**config.mk**
```make
export PLATFORM = sky130hd
export DESIGN_NAME = priority_decoder_collector
export DESIGN_NICKNAME = d
export VERILOG_FILES = /design/src/rtl/priority_decoder_collector.sv
export SDC_FILE = /design/constraint.sdc
export NUM_CORES = 1
export LEC_CHECK = 0
export ABC_CLOCK_PERIOD_IN_PS = 2150
export CAP_MARGIN = 30
export CORE_MARGIN = 2
export CORE_UTILIZATION = 47
export DETAILED_ROUTE_END_ITERATION = 16
export PLACE_DENSITY = 0.77
export SYNTH_ARGS = -nofsm -noshare
export SYNTH_HDL_FRONTEND = slang
export SYNTH_SLANG_ARGS = --single-unit
```
**constraint.sdc**
```tcl
create_clock -name clk -period 2.15 [get_ports clk]
set_input_delay 0.5375 -clock clk [delete_from_list [all_inputs] [get_ports clk]]
set_output_delay 0.5375 -clock clk [all_outputs]
set_load 0.005 [all_outputs]
```
**src/rtl/priority_decoder_collector.sv**
```systemverilog
`default_nettype none
// ============================================================================
// Module      : priority_decoder_collector
// Description : Expands encoded bit indices into one-hot words on a skid-buffered
//               valid/ready stream and collects them into a sticky pending bitmap.
// Revision    : 1.0 - initial release
// ============================================================================
module priority_decoder_collector #(
    parameter int WIDTH     = 4,
    parameter int ENC_WIDTH = (WIDTH > 2) ? $clog2(WIDTH) : 1,
    parameter int CNT_WIDTH = 8
) (
    input  logic                 clk,
    input  logic                 rst_n,
    input  logic [ENC_WIDTH-1:0] input_encoded,
    input  logic                 input_valid,
    output logic                 input_ready,
    output logic [WIDTH-1:0]     output_unencoded,
    output logic                 output_valid,
    input  logic                 output_ready,
    output logic [WIDTH-1:0]     pending,
    input  logic [WIDTH-1:0]     clear_mask,
    input  logic                 err_clear,
    output logic                 error_range,
    output logic [CNT_WIDTH-1:0] dup_count
);

    localparam logic [ENC_WIDTH:0]   c_width_ext = (ENC_WIDTH+1)'(WIDTH);
    localparam logic [CNT_WIDTH-1:0] c_cnt_max   = {CNT_WIDTH{1'b1}};

    logic                 r_main_valid;
    logic [WIDTH-1:0]     r_main_data;
    logic                 r_skid_valid;
    logic [WIDTH-1:0]     r_skid_data;
    logic                 r_in_ready;
    logic [WIDTH-1:0]     r_pending;
    logic                 r_error_range;
    logic [CNT_WIDTH-1:0] r_dup_count;

    logic                 w_accept;
    logic                 w_in_range;
    logic                 w_fwd;
    logic                 w_consume;
    logic [WIDTH-1:0]     w_onehot;
    logic                 w_dup;
    logic                 w_skid_valid_next;
    logic [CNT_WIDTH-1:0] w_dup_base;

    always_comb begin
        w_accept   = input_valid && r_in_ready;
        w_in_range = ({1'b0, input_encoded} < c_width_ext);
        w_fwd      = w_accept && w_in_range;
        w_consume  = r_main_valid && output_ready;
        w_onehot   = w_fwd ? (WIDTH'(1) << input_encoded) : '0;
        // A bit being cleared this cycle is not counted as a repeat.
        w_dup      = |(r_pending & ~clear_mask & w_onehot);
        w_dup_base = err_clear ? '0 : r_dup_count;
        // Accepts only happen while the skid is empty, so it fills only
        // when main is holding and not draining.
        if (r_skid_valid) begin
            w_skid_valid_next = !w_consume;
        end else begin
            w_skid_valid_next = r_main_valid && !w_consume && w_fwd;
        end
    end

    always_ff @(posedge clk or negedge rst_n) begin
        if (!rst_n) begin
            r_main_valid <= 1'b0;
            r_main_data  <= '0;
            r_skid_valid <= 1'b0;
            r_skid_data  <= '0;
            r_in_ready   <= 1'b1;
        end else begin
            r_in_ready   <= !w_skid_valid_next;
            r_skid_valid <= w_skid_valid_next;
            if (!r_main_valid || w_consume) begin
                if (r_skid_valid) begin
                    r_main_valid <= 1'b1;
                    r_main_data  <= r_skid_data;
                end else begin
                    r_main_valid <= w_fwd;
                    r_main_data  <= w_onehot;
                end
            end else if (w_fwd) begin
                r_skid_data <= w_onehot;
            end
        end
    end

    always_ff @(posedge clk or negedge rst_n) begin
        if (!rst_n) begin
            r_pending     <= '0;
            r_error_range <= 1'b0;
            r_dup_count   <= '0;
        end else begin
            r_pending     <= (r_pending & ~clear_mask) | w_onehot;
            r_error_range <= (r_error_range && !err_clear) || (w_accept && !w_in_range);
            if (w_dup && (w_dup_base != c_cnt_max)) begin
                r_dup_count <= w_dup_base + 1'b1;
            end else begin
                r_dup_count <= w_dup_base;
            end
        end
    end

    assign input_ready      = r_in_ready;
    assign output_valid     = r_main_valid;
    assign output_unencoded = r_main_data;
    assign pending          = r_pending;
    assign error_range      = r_error_range;
    assign dup_count        = r_dup_count;

endmodule
`default_nettype wire
```
==> out/summary.txt <==
Number of buffers and inverters on the critical path: 1
Final hold vios: 0
Fin util: 67.6%
PwrDens: 741 nW/um2
Worst hold endpoint: output_unencoded[0]
Setup Buffers After CTS: 0
Residual DRC count: 0
Commonest cells post-synth: 23 x dfrtp_1, 13 x nand2_1, 9 x nor2b_1
RSZ-0062 raised after global routing: no
Fin crit period: 2.06 ns
MaxCap Viol Count: 0
GRT overflow: 0
CP Data Arrival Time: 2.26 ns
Crit-path cells: clkdlybuf4s50_1, nor2b_2, ha_1, and3_1, nand4_1, o211ai_2, mux2_1
Layout cells sized above 1: 20.0%
Worst slack at placement: -0.240 ns
Number of synthesized flops with an enable pin: 0
Fin crit share: 95.7%
Mapped Cells: 109
R2R cell count: 6
P&R area growth vs syn: 39.7%
Final worst slack: 0.0928 ns
Sequential power share: 55.0%
Predominant post-synthesis flop cell: dfrtp_1
Initial core utilization: 48.4%
I/O pin cnt: 30
Post-DR wirelength/cell: 13.3 um
Crit Reg-Reg Endpoint: dup_count[4]
Clock Latency Late Sink: 0.31 ns
Cell family with most CP delay: simple AND/OR/NAND/NOR gates
Maximum vdd drop: 703 uV
Sw frac: 30.5%
Die area: 2920 um2
Initial antenna violation count: 0
Post-DRT Antenna Nets: 0
Distinct cells, synth: 32
CTS Buffer Depth: 2
Critical Path End Type: register
Via count of the first global-routing pass: 946
Final WL: 2.46 mm
Cell total after placement: 181
Count leader, synth: dfrtp_1
Syn_nets: 121
Largest net degree at the start of global routing: 25
Status: finished clean
DR vias/cell: 5.28
Synth area leaders: dfrtp_1 49%, nor2b_1 4.8%, nand2_1 4.1%
Worst hold path startpoint: output_unencoded[0]
Internal power: 0.847 mW
Post-synth top area share: 48.9%
NetSw: 0.372 mW
CTS sink count: 24
Min-Delay Path Class: reg -> reg
Leak Pwr: 0.752 nW
Tot Pwr: 1.22 mW
Tightest Pin Transition: 0.325 ns
Fmax: 0.486 GHz
Logic pwr share: 28.8%
Crit Path Max Fanout: 5
Worst endpoint required time: 2.35 ns
Final cell count without fillers: 185
Placer congestion estimate: 0.763
Warnings from Yosys: 0
Critical Path Source Type: input port
Core area: 2430 um2
Die X: 54.1 um
Gr usage total: 19.2%
Final Max Slew Viols: 0
Nets: 168
WS Path Type: in -> reg
Hold path cells: 2
Endpoints failing setup: 0
Clk slew on worst S/H paths: 0.12 ns
CTS H-tree lvls: 1
Critical R2R Launch: dup_count[0]
Synthesized area per cell: 10.8 um2
Detailed-route via count: 976
Hold buffers post-CTS: 0
Post-synthesis sequential area ratio: 51.1%
Router iterations before antenna repair: 4
Clock power share: 16.2%
Worst setup path start: err_clear
Root Buffer: clkbuf_4
Post-Route Setup TNS: 0 ns
Final Skew: 0.00185 ns
R2r setup slk: 0.40 ns
Post-Syn Area: 1180 um2
Slowest stage cell, crit path: clkdlybuf4s50_1
CP peak stage delay: 0.51 ns
Iter 0 DRT Violations: 13
Input/output buffers: 29
HPWL Detailed: 1.95 mm
# resized after CTS: 0
Seq cells post-synth: 24
Post-synth top area cell: dfrtp_1
CTS tree: built
Ant diodes: 0
Num CTS Buffers: 3
Post-synth ARST share: 100%
Global-route wire length before repair: 4.00 mm
Cell Rows: 18
Die Height: 54.1 um
Worst slew margin: 78.4%
## through the flow
stage          hold WS (ns)  instance area, um2
2_1_floorplan         0.242                1180
3_3_place_gp          0.466                1610
3_5_place_dp          0.474                1610
4_1_cts               0.503                1640
5_1_grt               0.523                1650
6_report              0.498                1650
## area by class of cell
cell class                      count  area, um2
Inverter                            2       7.51
Timing Repair Buffer               45        410
Sequential cell                    24        602
Fill cell                         191        787
Clock buffer                        4       26.3
Tap cell                           30       37.5
Multi-Input combinational cell     80        562
## power by group through the flow
stage / Sequential [mW] / Clock (mW) / Combinational [mW]
after floorplan: 0.644 / 0 / 0.164
after global placement: 0.669 / 0 / 0.348
after detailed placement: 0.680 / 0 / 0.355
after CTS: 0.670 / 0.207 / 0.358
after global routing: 0.686 / 0.228 / 0.394
final: 0.671 / 0.198 / 0.351
## worst reg2reg max path: stages (launching register included)
cell and delay (ns):
dfrtp_1 0.42, nor2b_2 0.19, ha_1 0.19, and3_1 0.18
nand4_1 0.20, o211ai_2 0.14, mux2_1 0.33
## layout by cell type (no fill, tap or decap), types with 2 or more instances in the layout
cell type / synthesis / final
o22ai_4: 2 / 2
clkdlybuf4s50_1: 0 / 29
inv_1: 2 / 2
mux2i_1: 2 / 2
o21ai_0: 7 / 7
nor2b_2: 0 / 2
nand4_1: 2 / 2
a21oi_1: 6 / 6
nor2b_1: 9 / 7
buf_4: 0 / 16
dfrtp_1: 23 / 23
nor2_1: 6 / 6
clkbuf_4: 0 / 3
and3_1: 3 / 3
nand2_1: 13 / 13
mux2_1: 2 / 2
o211ai_1: 3 / 3
xnor2_1: 3 / 3
nand2b_1: 7 / 7
## sequential cells by signal, indices dropped and copies added (netlist names)
| register | count |
|---|---|
| output_unencoded | 4 |
| pending | 4 |
| dup_count | 8 |
| r_skid_valid | 1 |
| r_skid_data | 4 |
| input_ready | 1 |
| output_valid | 1 |
| error_range | 1 |
## cell families (layout without fill, tap and decap cells)
group / after synthesis / after routing / share of synthesized area [%]
DFF: 24 / 24 / 51.1
AOI/OAI and AO/OA: 25 / 25 / 16.6
muxes: 5 / 5 / 4.89
and+or+nand+nor: 46 / 46 / 22.5
buffers and inverters: 5 / 51 / 1.59
xor gates and xnor gates: 3 / 3 / 2.23
adders and majority gates: 1 / 1 / 1.06
## how the worst max path moves through the flow
stage | endpoint | slack (ns) | depth (start not counted)
floorplan | dup_count[1] | 0.13 | 7
global placement | dup_count[4] | -0.16 | 7
detailed placement | dup_count[4] | -0.24 | 7
CTS | dup_count[4] | 0.09 | 7
global route | dup_count[4] | 0.01 | 7
finish | dup_count[4] | 0.09 | 7
## metal layers
layer | wire length, um | vias to the layer above | share of wire (%) | track usage [%]
met1 | 1050 | 465 | 43 | 22.6
met3 | 135 | 4 | 5.5 | 3.61
met2 | 1250 | 28 | 51 | 34.3
met4 | 26 | 0 | 1.1 | 7.50
li1 | - | 479 | - | -
met5 | 0 | - | 0 | 0
No activity file was read; power rests on OpenSTA's default activity.
